===== config.mk =====
export PLATFORM = sky130hd
export DESIGN_NAME = poly_inbuf_addr_gen
export DESIGN_NICKNAME = d
export VERILOG_FILES = /design/src/rtl/poly_pkg.sv /design/src/rtl/poly_phase_acc.sv /design/src/rtl/poly_inbuf_addr_gen.sv
export SDC_FILE = /design/constraint.sdc
export NUM_CORES = 1
export LEC_CHECK = 0
export ABC_CLOCK_PERIOD_IN_PS = 8500
export CORE_MARGIN = 2
export CORE_UTILIZATION = 53
export DETAILED_ROUTE_END_ITERATION = 10
export PLACE_DENSITY = 0.84
export SYNTH_ARGS = -nofsm -noshare
export SYNTH_HDL_FRONTEND = slang
export SYNTH_SLANG_ARGS = --single-unit

===== constraint.sdc =====
create_clock -name sys_clk -period 8.5 [get_ports sys_clk]
set_clock_uncertainty 0.15 [all_clocks]
set_input_delay 2.125 -clock sys_clk [delete_from_list [all_inputs] [get_ports sys_clk]]
set_output_delay 2.125 -clock sys_clk [all_outputs]
set_load 0.02 [all_outputs]

===== src/rtl/poly_pkg.sv =====
// Shared definitions for the polyphase resampler input-buffer address generator:
// sequencer state encoding and derived-parameter helpers.
package poly_pkg;

  typedef enum logic [1:0] {
    FILL = 2'd0,
    PROC = 2'd1,
    COPY = 2'd2
  } state_t;

  function automatic int calc_q(input int m, input int l);
    return m / l;
  endfunction

  function automatic int calc_r(input int m, input int l);
    return m % l;
  endfunction

  function automatic int calc_hist(input int taps);
    return taps - 1;
  endfunction

  // A one-phase resampler still needs a 1-bit phase port.
  function automatic int clog2_min1(input int x);
    return (x <= 2) ? 1 : $clog2(x);
  endfunction

endpackage


===== src/rtl/poly_phase_acc.sv =====
// Rational L/M phase accumulator: tracks the newest input sample (n) and the
// coefficient phase (ph) of the next output, with block rebase by BLK.
module poly_phase_acc
  import poly_pkg::*;
#(
  parameter int L      = 3,
  parameter int M      = 4,
  parameter int N_W    = 11,
  parameter int PH_W   = 2,
  parameter int N_INIT = 21,
  parameter int BLK    = 768
) (
  input  logic            clk,
  input  logic            rst,
  input  logic            load,
  input  logic            step,
  input  logic            rebase,
  output logic [N_W-1:0]  n,
  output logic [N_W-1:0]  n_next,
  output logic [PH_W-1:0] ph
);

  localparam int Q = calc_q(M, L);
  localparam int R = calc_r(M, L);

  logic [PH_W:0]   ph_sum;
  logic            wrap;
  logic [PH_W-1:0] ph_next;

  assign ph_sum  = {1'b0, ph} + (PH_W+1)'(R);
  assign wrap    = (ph_sum >= (PH_W+1)'(L));
  assign ph_next = wrap ? PH_W'(ph_sum - (PH_W+1)'(L)) : PH_W'(ph_sum);
  assign n_next  = n + N_W'(Q) + N_W'(wrap);

  always_ff @(posedge clk or posedge rst) begin
    if (rst) begin
      n  <= N_W'(N_INIT);
      ph <= '0;
    end else if (load) begin
      n  <= N_W'(N_INIT);
      ph <= '0;
    end else if (step) begin
      n  <= rebase ? (n_next - N_W'(BLK)) : n_next;
      ph <= ph_next;
    end
  end

endmodule


===== src/rtl/poly_inbuf_addr_gen.sv =====
// Input ping-buffer sequencer for an L/M polyphase resampler: fills the buffer,
// walks the FIR read window per output, then copies tail history to the head.
module poly_inbuf_addr_gen
  import poly_pkg::*;
#(
  parameter int L       = 3,
  parameter int M       = 4,
  parameter int TAPS_PP = 22,
  parameter int BLK     = 768,
  parameter int ADDR_W  = 10,
  localparam int PH_W   = clog2_min1(L)
) (
  input  logic              sys_clk,
  input  logic              reset,
  input  logic              in_valid,
  output logic              in_ready,
  output logic              wr_en,
  output logic              wr_sel,
  output logic [ADDR_W-1:0] wr_addr,
  output logic [ADDR_W-1:0] rd_addr,
  output logic [PH_W-1:0]   fir_phase,
  output logic              fir_tap_valid,
  output logic              fir_first,
  output logic              fir_last,
  input  logic              fir_ready,
  output logic              block_start,
  output logic              copy_end
);

  localparam int HIST = calc_hist(TAPS_PP);
  localparam int LAST = HIST + BLK - 1;
  localparam int N_W  = ADDR_W + 1;

  localparam logic [ADDR_W-1:0] HIST_A  = ADDR_W'(HIST);
  localparam logic [ADDR_W-1:0] LAST_A  = ADDR_W'(LAST);
  localparam logic [ADDR_W-1:0] KLAST_A = ADDR_W'(TAPS_PP - 1);
  localparam logic [ADDR_W-1:0] BLK_A   = ADDR_W'(BLK);
  localparam logic [N_W-1:0]    LAST_N  = N_W'(LAST);

  if ((HIST + BLK > 2**ADDR_W) || (L < 1) || (M < 1) || (TAPS_PP < 2) || (BLK < TAPS_PP))
  begin : g_cfg_check
    $error("poly_inbuf_addr_gen: illegal parameter combination");
  end

  state_t            state, state_nxt;
  logic [ADDR_W-1:0] wptr, k, c;
  logic [N_W-1:0]    n, n_next;
  logic [PH_W-1:0]   ph;
  logic              fill_acc, fill_done, last_tap, tap_acc, step, rebase;
  logic              copy_wr, copy_done;

  assign fill_acc  = (state == FILL) && in_valid;
  assign fill_done = fill_acc && (wptr == LAST_A);
  assign last_tap  = (k == KLAST_A);
  assign tap_acc   = (state == PROC) && fir_ready;
  assign step      = tap_acc && last_tap;
  assign rebase    = step && (n_next > LAST_N);
  // Copy writes trail their reads by one cycle to cover RAM read latency.
  assign copy_wr   = (state == COPY) && (c != '0);
  assign copy_done = (state == COPY) && (c == HIST_A);

  poly_phase_acc #(
    .L      (L),
    .M      (M),
    .N_W    (N_W),
    .PH_W   (PH_W),
    .N_INIT (HIST),
    .BLK    (BLK)
  ) u_acc (
    .clk    (sys_clk),
    .rst    (reset),
    .load   (1'b0),
    .step   (step),
    .rebase (rebase),
    .n      (n),
    .n_next (n_next),
    .ph     (ph)
  );

  always_ff @(posedge sys_clk or posedge reset) begin
    if (reset) state <= FILL;
    else       state <= state_nxt;
  end

  always_ff @(posedge sys_clk or posedge reset) begin
    if (reset) begin
      wptr <= HIST_A;
      k    <= '0;
      c    <= '0;
    end else begin
      if (copy_done)     wptr <= HIST_A;
      else if (fill_acc) wptr <= wptr + ADDR_W'(1);
      if (fill_done)     k <= '0;
      else if (tap_acc)  k <= last_tap ? '0 : k + ADDR_W'(1);
      if (rebase)                c <= '0;
      else if (state == COPY)    c <= c + ADDR_W'(1);
    end
  end

  always_comb begin
    state_nxt     = state;
    in_ready      = (state == FILL);
    wr_en         = fill_acc | copy_wr;
    wr_sel        = copy_wr;
    wr_addr       = '0;
    rd_addr       = '0;
    fir_phase     = '0;
    fir_tap_valid = 1'b0;
    fir_first     = 1'b0;
    fir_last      = 1'b0;
    block_start   = fill_done;
    copy_end      = copy_done;

    if (fill_acc)     wr_addr = wptr;
    else if (copy_wr) wr_addr = c - ADDR_W'(1);

    case (state)
      FILL: if (fill_done) state_nxt = PROC;
      PROC: begin
        fir_tap_valid = 1'b1;
        rd_addr       = ADDR_W'(n - N_W'(k));
        fir_phase     = ph;
        fir_first     = (k == '0);
        fir_last      = last_tap;
        if (rebase) state_nxt = COPY;
      end
      COPY: begin
        if (c != HIST_A) rd_addr = BLK_A + c;
        if (copy_done) state_nxt = FILL;
      end
      default: state_nxt = FILL;
    endcase
  end

endmodule


### After elaboration in Yosys (flattened, before gate mapping)

Cells that the tools add are included.

* muxes and demuxes: 21
* order comparisons: 2
* reductions and logical operators: 14
* $add $sub $neg: 11
* bitwise logic cells: 1
* equal/unequal tests: 9

Operators with widths (number)
* 2-to-1 mux 10 bit: 10
* adder 10 x 1 -> 10 bit (second input constant): 3
* equality test 10 x 5 -> 1 bit (second input constant): 2
* case mux 10 bit (2 select lines): 1
* adder 11 x 1 -> 11 bit: 1
* adder 11 x 1 -> 11 bit (second input constant): 1
* > comparator 11 x 10 -> 1 bit (second input constant): 1
* 2-to-1 mux 11 bit: 1
* subtractor 11 x 10 -> 11 bit (second input constant): 1
* adder 10 bit (first input constant): 1
* equality test 10 bit (second input constant): 1
* logical NOT 10 bit: 1
* 2-to-1 mux 2 bit: 5
* inequality test 10 x 5 -> 1 bit (second input constant): 1
* nonzero test 10 bit: 1
* subtractor 10 x 1 -> 10 bit (second input constant): 1
* subtractor 10 bit: 1
* logical AND 1 bit: 7
* case mux 2 bit (3 select lines): 1
* nonzero test 2 bit: 3
* inequality test 2 x 1 -> 1 bit (second input constant): 2
* adder 2 x 1 -> 3 bit (second input constant): 1
* >= comparator 3 x 2 -> 1 bit (second input constant): 1
* 2-to-1 mux 1 bit: 3
* 7 further kinds: 7

* output and inout bits: 30
* input port bits: 4
* register bits after elaboration: 45

### Depth between registers and ports, before layout

Gate-level depths: netlist of the first run.

* word-level depth: 7
* depth in mapped cells: 14
* depth with buffers taken out: 14

### By module

From an unflattened synthesis of the first run, not the netlist that was laid out.

* cell total of the unflattened synthesis: 468
* area, all modules: 3799.9 sq um

Modules (own cells, without submodules)
* poly_inbuf_addr_gen: seq. area each 804.5 sq um, cells an instance 361, times used 1, area an instance 2830.2 sq um
* poly_phase_acc: seq. area each 329.1 sq um, cells an instance 107, times used 1, area an instance 969.7 sq um

### Worst setup path before layout of the first run

Ideal clock, no wire load.

* kind: in2out
* start point: in in_valid
* end point: out wr_addr[2]
* cell stages on the path: 3
* data arrival time: 3.099 ns
* path buffers: 1
* setup slack: 3.126 ns
* cells stage by stage: and2_1 clkbuf_1 o31ai_1

* cells in the longest elaborated chain, start to end: 2

Ends and longest elaborated chain
* from (decl): line poly_inbuf_addr_gen.sv:15 `input logic in_valid,`
* logical AND 1 bit: line poly_inbuf_addr_gen.sv:52 `assign fill_acc = (state == FILL) && in_valid;`
* 2-to-1 mux 10 bit: line poly_inbuf_addr_gen.sv:114 `if (fill_acc) wr_addr = wptr;`
* to (decl): line poly_inbuf_addr_gen.sv:19 `output logic [ADDR_W-1:0] wr_addr,`

Every way passes these cells.

### Final worst setup path of the first run

* start point: in in_valid
* end point: out wr_addr[5]

The elaborated chain is that of the path after synthesis.

==> results.ini, run 1 <==
[critical_path]
required_ns=6.23
arrival_ns=4.11
cp_max_fo=21
worstSetupPathType=input port to output port
end_kind=output port
start_kind=input port

[clock_network]
clkTransAtPathRegs_ns=0.08
cts_hold_buf=0
clock_latency_ns=0.30
cts_resized=0
cts_max_path_buffers=2
htreeDepth=2
cts_tree=built
cts_setup_buffers=0
root_buffer=clkbuf_8
clock-sinks=45
cts_buffers=5

[routing]
vias=3110
drtIter0Drc=165
top_layer_used=met4
ant_nets=0
viasPerCell=5.88
wl_met3_um=329
drt-pass1-iter-count=4
routed-wl-met2_um=4140
wl_per_cell_um=15.5
drcViolationCount=0
drt-total-wl_um=8190
wl_met1_um=3610

[floorplan]
die_area_mm2=0.00731
core_area_mm2=0.00639
rows=29
num_io_pins=34
die_w_um=85.5
start_util=0.552
die_y_um=85.5

[status]
status=completed

[global_routing]
grt_antenna_before_repair=0
track_usage=0.228
grt_max_degree=46
globalRoute.totalOverflow=0
grt_pass1_wl_um=13500
grt_pass1_vias=2832

[timing]
grt_setup_unrepaired=no
slew_viol_final=0
final.setup.worst_slack_ns=2.11
timing.final.crit_share=0.751
worst_pin_slew_ns=0.764
finalSetupTns_ns=0
hold_viol_final=0
max_clock_freq_ghz=0.157
fin_crit_ns=6.39
finalSetupViolCount=0
slew_headroom=0.491

[synth]
synth_warnings=0
synth_edf_count=0
synth.cell_area_mm2=0.00352
synth_cell_types=51
ys_ff_latch=45
synthCells=431
synth_flop_cell=dfrtp_1
async_flop_share=1.00
synth_nets=461
netlist_top_cells_area=dfrtp_1 (28%), ha_1 (8.9%), xnor2_1 (5.5%)
synth-seq-area-share=0.322
avgSynthCellArea_um2=8.17
netlist.area_leader.share=0.277
yosysTopAreaCell=dfrtp_1

[flow_run]
maxCapViolations=0

[power]
powerDensity_mw_per_mm2=131
ir_drop_mv=0.109
leakagePower_nw=1.66

[cells_and_area]
area_delta_synth_final_pct=13.3
nNetsFinal=481
diodes=0
fill_cells=551
final_layout_size_suffix_gt1_frac=0.0465

[min_path]
holdCritPathClass=flip-flop to flip-flop

[placed_design]
place_congestion=0.919
dpl.hpwl_um=5960
dp_slack_ns=2.13
io_buffers=33

## flip-flops by register name (all words and copies together), names as in the netlist
register / flops
u_acc.ph: 2
wptr: 10
state: 2
c: 10
u_acc.n: 11
k: 10
## layer usage
metal | GRT usage | vias to the layer above
met5 | 0 | -
met4 | 0.0678 | 0
met3 | 0.0404 | 11
met2 | 0.401 | 77
met1 | 0.287 | 1495
li1 | - | 1527
## metrics by stage
stage,instance area [um2],utilization,power [mW],hold WS (ns),instances
after floorplan,3520,-,0.321,0.306,431
after global placement,3870,0.606,0.355,0.320,521
after detailed placement,3870,0.606,0.356,0.332,521
after CTS,3990,0.625,0.524,0.346,529
after global routing,3990,0.625,0.547,0.373,529
final,3990,0.625,0.522,0.343,529
## cells by family (layout without fill, tap and decap cells)
logic type / after synthesis / after routing / share of synthesized area
buf+inv: 51 / 72 / 0.0558
xor+xnor: 43 / 43 / 0.107
flops: 45 / 45 / 0.322
fa+ha+maj: 26 / 26 / 0.0945
simple gates: 181 / 181 / 0.259
compound gates: 81 / 81 / 0.151
mux: 4 / 4 / 0.0114
## cells in the mapped netlist (3+ instances only)
cell type,n
nor2_1,48
nand2_1,41
dfrtp_1,39
inv_1,30
ha_1,25
o21ai_0,25
nand3_1,24
xnor2_1,22
xor2_1,21
clkbuf_1,16
a21oi_1,13
nor2b_1,10
o31ai_1,10
nor3_1,9
and3_1,7
nand4_1,7
a22o_1,6
and2_1,6
dfstp_2,6
nand2b_1,6
o211ai_1,6
nor4_1,5
a22oi_1,4
mux2i_1,4
or2_2,4
a211oi_1,3
a21o_1,3
buf_2,3
## placed cells by master, fill, tap and decap left out, types with 5 or more instances in the layout
cell | netlist | routed
clkbuf_8 | 0 | 6
o211ai_1 | 6 | 6
ha_1 | 25 | 25
o21ai_0 | 25 | 25
nand2_1 | 41 | 41
clkdlybuf4s50_1 | 0 | 33
and3_1 | 7 | 7
nor2_1 | 48 | 48
nor3_1 | 9 | 9
nand3_1 | 24 | 24
dfstp_2 | 6 | 6
inv_1 | 30 | 29
nand4_1 | 7 | 7
a21oi_1 | 13 | 13
nor4_1 | 5 | 5
xnor2_1 | 22 | 22
nor2b_1 | 10 | 10
nand2b_1 | 6 | 6
dfrtp_1 | 39 | 39
o31ai_1 | 10 | 10
xor2_1 | 21 | 21
a22o_1 | 6 | 6
and2_1 | 6 | 6
## power by group
| part | total [mW] | internal [mW] | switching, mW |
|---|---|---|---|
| logic | 0.0895 | 0.0426 | 0.0469 |
| clock network | 0.169 | 0.0959 | 0.0736 |
| registers | 0.263 | 0.237 | 0.0261 |
## final cells by class
type                       instances  area (um2)  area share
timing repair buffer              34         338      0.0847
sequential                        45        1130       0.284
inverter                          30         113      0.0282
clock buffer                       7        86.3      0.0216
multi-input combinational        335        2190       0.550
tap                               77        96.3      0.0242
clock inverter                     1        30.0     0.00753
## final timing paths
kind	slack (ns)	start	cells after the start	to
max	2.11	in_valid	5	wr_addr[5]
min	0.34	u_acc.ph[0]	1	u_acc.ph[0]
max reg2reg	5.05	u_acc.n[0]	14	state[1]
min reg2reg	0.34	u_acc.ph[0]	1	u_acc.ph[0]
max in group asynchronous	5.70	reset	3	u_acc.n[0]
min in group asynchronous	2.11	reset	3	wptr[6]
## worst max-delay path, stage by stage
cell and delay [ns]:
clkdlybuf4s50_1 0.46, and2_1 0.55, nor2_1 0.20, a22o_1 0.23, clkdlybuf4s50_1 0.54
(Power assumes the default switching activity.)
==> run 2: changes to the inputs <==
ABC_CLOCK_PERIOD_IN_PS = 6400   (was 8500)
clock period = 6.4 ns   (was 8.5 ns; I/O delays follow)
==> run 2 against run 1 <==
Effect of this change:
- utilization stayed put
- combinational power up 34%
- wire length increased by 2.4%
- sequential share of layout area unchanged
- first-iteration DRC count rose by 5.5%
- via count grew 1.5%
- register-to-register slack got worse by 2.0 ns
- sequential power grew 33%
- critical path depth unchanged
- clock-buffer cell count did not move
- final area unchanged
- critical endpoint is now wr_addr[8]
- highest routed layer unchanged
==> results.ini, run 2 (synthesis results as in run 1) <==
[global_routing]
grt_antenna_before_repair=0  ; unchanged
globalRoute.totalOverflow=0  ; unchanged
grt_pass1_vias=3054  ; +7.8%
grt_pass1_wl_um=14200  ; +5.8%
track_usage=0.240  ; +0.0119
grt_max_degree=46  ; unchanged

[cells_and_area]
multi_input_area_mm2=0.00219  ; unchanged
nNetsFinal=481  ; unchanged
fin_cells=529  ; unchanged
register_area_mm2=0.00113  ; unchanged
design_area_mm2=0.00399  ; unchanged
top_register=u_acc.n
largest_register_ffs=11  ; unchanged
final_core_util=0.625  ; unchanged
diodes=0  ; unchanged
final_layout_size_suffix_gt1_frac=0.0465  ; unchanged
area_delta_synth_final_pct=13.3  ; unchanged
mostFrequentLayoutCells=nor2_1 (48), nand2_1 (41), dfrtp_1 (39), clkdlybuf4s50_1 (33), inv_1 (29)
layout_commonest_cell=nor2_1
fill_cells=546  ; -0.91%

[routing]
drcViolationCount=0  ; unchanged
ant_nets=0  ; unchanged
drt-pass1-iter-count=5  ; +1
vias=3157  ; +1.5%
viasPerCell=5.97  ; +1.5%
drt-total-wl_um=8380  ; +2.4%
drtIter0Drc=174  ; +5.5%
wl_per_cell_um=15.8  ; +2.4%

[flow_run]
maxCapViolations=0  ; unchanged

[power]
total_power_mw=0.696  ; +33%
pwr-share-seq=0.503  ; about the same
pwr-share-clk=0.325  ; about the same
ir_drop_mv=0.120  ; +11%
leakagePower_nw=1.66  ; unchanged
powerDensity_mw_per_mm2=174  ; +33%
p_sw_mw=0.197  ; +34%
p_int_mw=0.499  ; +33%
combPwrFrac=0.172  ; about the same
p_sw_frac=0.283  ; +0.00176

[timing]
grt_setup_unrepaired=no
finalSetupViolCount=0  ; unchanged
finalSetupTns_ns=0  ; unchanged
hold_viol_final=0  ; unchanged
final.setup.worst_slack_ns=1.05  ; -1.07 ns
fin_crit_ns=5.35
slew_viol_final=0  ; unchanged
worst_pin_slew_ns=0.727  ; -0.0363 ns
max_clock_freq_ghz=0.187
whs_ns=0.360  ; +0.0171 ns
slew_headroom=0.515  ; +0.0242
timing.final.crit_share=0.836

[clock_network]
cts_max_path_buffers=2  ; unchanged
clock_latency_ns=0.30  ; about the same
cts_hold_buf=0  ; unchanged
cts_buffers=5  ; unchanged
htreeDepth=2  ; unchanged
cts_tree=built
clkTransAtPathRegs_ns=0.08  ; about the same
cts_resized=0  ; unchanged
clock-sinks=45  ; unchanged
cts_setup_buffers=0  ; unchanged
root_buffer=clkbuf_8

[placed_design]
dp_slack_ns=1.06  ; -1.07 ns
place_congestion=0.899  ; -2.2%
placed_area_mm2=0.00387  ; unchanged
dpl.hpwl_um=6110  ; +2.4%
io_buffers=33  ; unchanged
dp_cells=521  ; unchanged

[min_path]
holdCritPathClass=flip-flop to flip-flop
hold_start=u_acc.n[10]
holdPathEnd=u_acc.n[10]
worstHoldPathCells=2  ; +1

[floorplan]
rows=29  ; unchanged
die_w_um=85.5  ; unchanged
die_area_mm2=0.00731  ; unchanged
core_area_mm2=0.00639  ; unchanged
num_io_pins=34  ; unchanged
start_util=0.552  ; unchanged
die_y_um=85.5  ; unchanged

[critical_path]
crit_start=in_valid
arrival_ns=3.60  ; -0.51 ns
rrSetupSlack_ns=3.04  ; -2.01 ns
end_kind=output port
required_ns=4.65  ; -1.58 ns
cp_max_fo=21  ; unchanged
r2r_start=u_acc.n[0]
reg2reg_depth=14  ; unchanged
r2r-end=state[0]
start_kind=input port
worstSetupPathType=input port to output port

[status]
status=completed

-- run 2: power groups by stage --
stage / combinational (mW) / clock, mW / sequential, mW
after floorplan: 0.0817 / 0 / 0.344
after global placement: 0.116 / 0 / 0.355
after detailed placement: 0.120 / 0 / 0.355
after CTS: 0.121 / 0.230 / 0.350
after global routing: 0.136 / 0.243 / 0.356
final: 0.120 / 0.226 / 0.350
-- run 2: final cells by class --
cell class	instances	area share
multi-input combinational	335	0.550
sequential	45	0.284
timing repair buffer	34	0.0847
inverter	30	0.0282
tap	77	0.0242
clock buffer	7	0.0216
clock inverter	1	0.00753
-- run 2: worst max-delay path, cell delays in order --
cell,delay (ns)
clkdlybuf4s50_1,0.47
and2_1,0.56
nor2_1,0.19
a22o_1,0.24
clkdlybuf4s50_1,0.53
-- run 2: worst max path at each step --
stage | cells after the start | slack, ns | endpoint
global placement | 5 | 1.15 | wr_addr[8]
detailed placement | 5 | 1.06 | wr_addr[8]
CTS | 5 | 1.05 | wr_addr[8]
finish | 5 | 1.05 | wr_addr[8]
floorplan | 3 | 2.08 | wr_addr[2]
global route | 5 | 0.94 | wr_addr[8]
-- run 2: routing by layer --
metal | share of wire | global-route usage | wire length (um)
met1 | 0.42 | 0.303 | 3550
met2 | 0.50 | 0.420 | 4200
met3 | 0.049 | 0.0346 | 408
met4 | 0.027 | 0.0837 | 228
met5 | 0 | 0 | 0
==> run 3: changes to the inputs <==
ABC_CLOCK_PERIOD_IN_PS = 4540   (was 6400)
PLACE_DENSITY = 0.87   (was 0.84)
clock period = 4.54 ns   (was 6.4 ns; I/O delays follow)
==> run 3 against run 2 <==
Effect of this change:
- final area increased by 0.47%
- via count is 1.2% higher
- sequential power up 42%
- clock-buffer cell count down 1
- worst setup slack got worse by 0.80 ns
- register-to-register slack lost 1.9 ns
- wire length grew 1.3%
- critical endpoint is now rd_addr[7]
- largest cell class unchanged
==> results.ini, run 3 (synthesis results as in run 1) <==
[status]
status=completed

[timing]
slew_headroom=0.501  ; -0.0142
slew_viol_final=0  ; unchanged
whs_ns=0.343  ; -0.0176 ns
grt_setup_unrepaired=no
finalSetupViolCount=0  ; unchanged
worst_pin_slew_ns=0.749  ; +0.0212 ns
timing.final.crit_share=0.946
max_clock_freq_ghz=0.233
finalSetupTns_ns=0  ; unchanged
final.setup.worst_slack_ns=0.244  ; -0.804 ns
hold_viol_final=0  ; unchanged
fin_crit_ns=4.30

[clock_network]
cts_tree=built
cts_buffers=5  ; unchanged
cts_resized=0  ; unchanged
htreeDepth=2  ; unchanged
root_buffer=clkbuf_8
clock_latency_ns=0.31  ; about the same
cts_hold_buf=0  ; unchanged
cts_setup_buffers=0  ; unchanged
clock-sinks=45  ; unchanged
cts_max_path_buffers=2  ; unchanged
clkTransAtPathRegs_ns=0.08  ; about the same

[min_path]
holdCritPathClass=flip-flop to flip-flop

[critical_path]
path_buf_inv=2  ; unchanged
end_kind=output port
crit_chain=inv_1, ha_1, nor2b_1, o21ai_0, a21oi_1, o21a_1, o41a_1, nor2_1, a211o_1, clkdlybuf4s50_1
slowest_stage=clkdlybuf4s50_1
worstSetupPathType=flip-flop to output port
cpLargestDelayFamily=compound AO/OA/AOI/OAI gates
cp_max_fo=4  ; -81%
required_ns=3.25  ; -1.40 ns
critPathMaxStageDelay_ns=0.60  ; +0.04 ns
arrival_ns=3.01  ; -0.59 ns
start_kind=flip-flop

[cells_and_area]
top_register=u_acc.n
register_area_mm2=0.00113  ; unchanged
layout_commonest_cell=nor2_1
final_core_util=0.628  ; +0.00294
final_layout_size_suffix_gt1_frac=0.0527  ; +0.00629
largest_register_ffs=11  ; unchanged
fill_cells=549  ; +0.55%
nNetsFinal=484  ; +0.62%
mostFrequentLayoutCells=nor2_1 (48), nand2_1 (41), dfrtp_1 (39), clkdlybuf4s50_1 (31), inv_1 (29)
diodes=0  ; unchanged
multi_input_area_mm2=0.00219  ; unchanged
area_delta_synth_final_pct=13.8

[routing]
viasPerCell=6.00  ; +0.60%
vias=3194  ; +1.2%
wl_per_cell_um=16.0  ; +0.72%
ant_nets=0  ; unchanged
drtIter0Drc=175  ; +0.57%
drt-pass1-iter-count=4  ; -1
drt-total-wl_um=8490  ; +1.3%
drcViolationCount=0  ; unchanged

[placed_design]
dpl.hpwl_um=6220  ; +1.9%
io_buffers=33  ; unchanged
dp_slack_ns=0.257  ; -0.801 ns
place_congestion=0.925  ; +2.9%

[global_routing]
grt_pass1_wl_um=14300  ; +0.48%
track_usage=0.242  ; +0.00237
globalRoute.totalOverflow=0  ; unchanged
grt_max_degree=46  ; unchanged
grt_pass1_vias=3096  ; +1.4%
grt_antenna_before_repair=0  ; unchanged

[floorplan]
die_y_um=85.5  ; unchanged
start_util=0.552  ; unchanged
die_w_um=85.5  ; unchanged
core_area_mm2=0.00639  ; unchanged
rows=29  ; unchanged
num_io_pins=34  ; unchanged
die_area_mm2=0.00731  ; unchanged

[power]
total_power_mw=0.977  ; +40%
leakagePower_nw=1.71  ; +3.0%
ir_drop_mv=0.177  ; +47%
powerDensity_mw_per_mm2=244  ; +40%

[flow_run]
maxCapViolations=0  ; unchanged

## run 3: metrics by stage
step	area (um2)	instances
2_1_floorplan	3520	431
3_3_place_gp	3890	524
4_1_cts	4000	532
3_5_place_dp	3890	524
5_1_grt	4010	532
6_report	4010	532
## run 3: worst paths after layout
check / from / endpoint / slack, ns / depth (start not counted)
min in group asynchronous: reset / wptr[5] / 1.12 / 3
worst min-delay path: u_acc.ph[0] / u_acc.ph[0] / 0.34 / 1
worst max register to register: u_acc.n[0] / state[1] / 1.19 / 14
worst max-delay path: k[1] / rd_addr[7] / 0.24 / 10
worst min register to register: u_acc.ph[0] / u_acc.ph[0] / 0.34 / 1
max in group asynchronous: reset / u_acc.n[8] / 2.73 / 3
## run 3: layer usage
metal	vias to the layer above	wire length, um	global-route usage
met1	1552	3600	0.304
met2	87	4340	0.417
li1	1535	-	-
met4	0	167	0.0981
met5	-	0	0
met3	20	386	0.0385
## run 3: power breakdown
| group | switching, mW | internal [mW] | leakage (nW) | total (mW) |
|---|---|---|---|---|
| sequential | 0.0525 | 0.443 | 0.538 | 0.496 |
| clock | 0.143 | 0.164 | 0.0552 | 0.307 |
| combinational | 0.0922 | 0.0821 | 1.12 | 0.174 |
## run 3: layout make-up
cell class	instances	area share
Multi-Input combinational cell	335	0.547
Sequential cell	45	0.283
Timing Repair Buffer	37	0.0912
Inverter	30	0.0281
Tap cell	77	0.0240
Clock buffer	6	0.0181
Clock inverter	2	0.00874
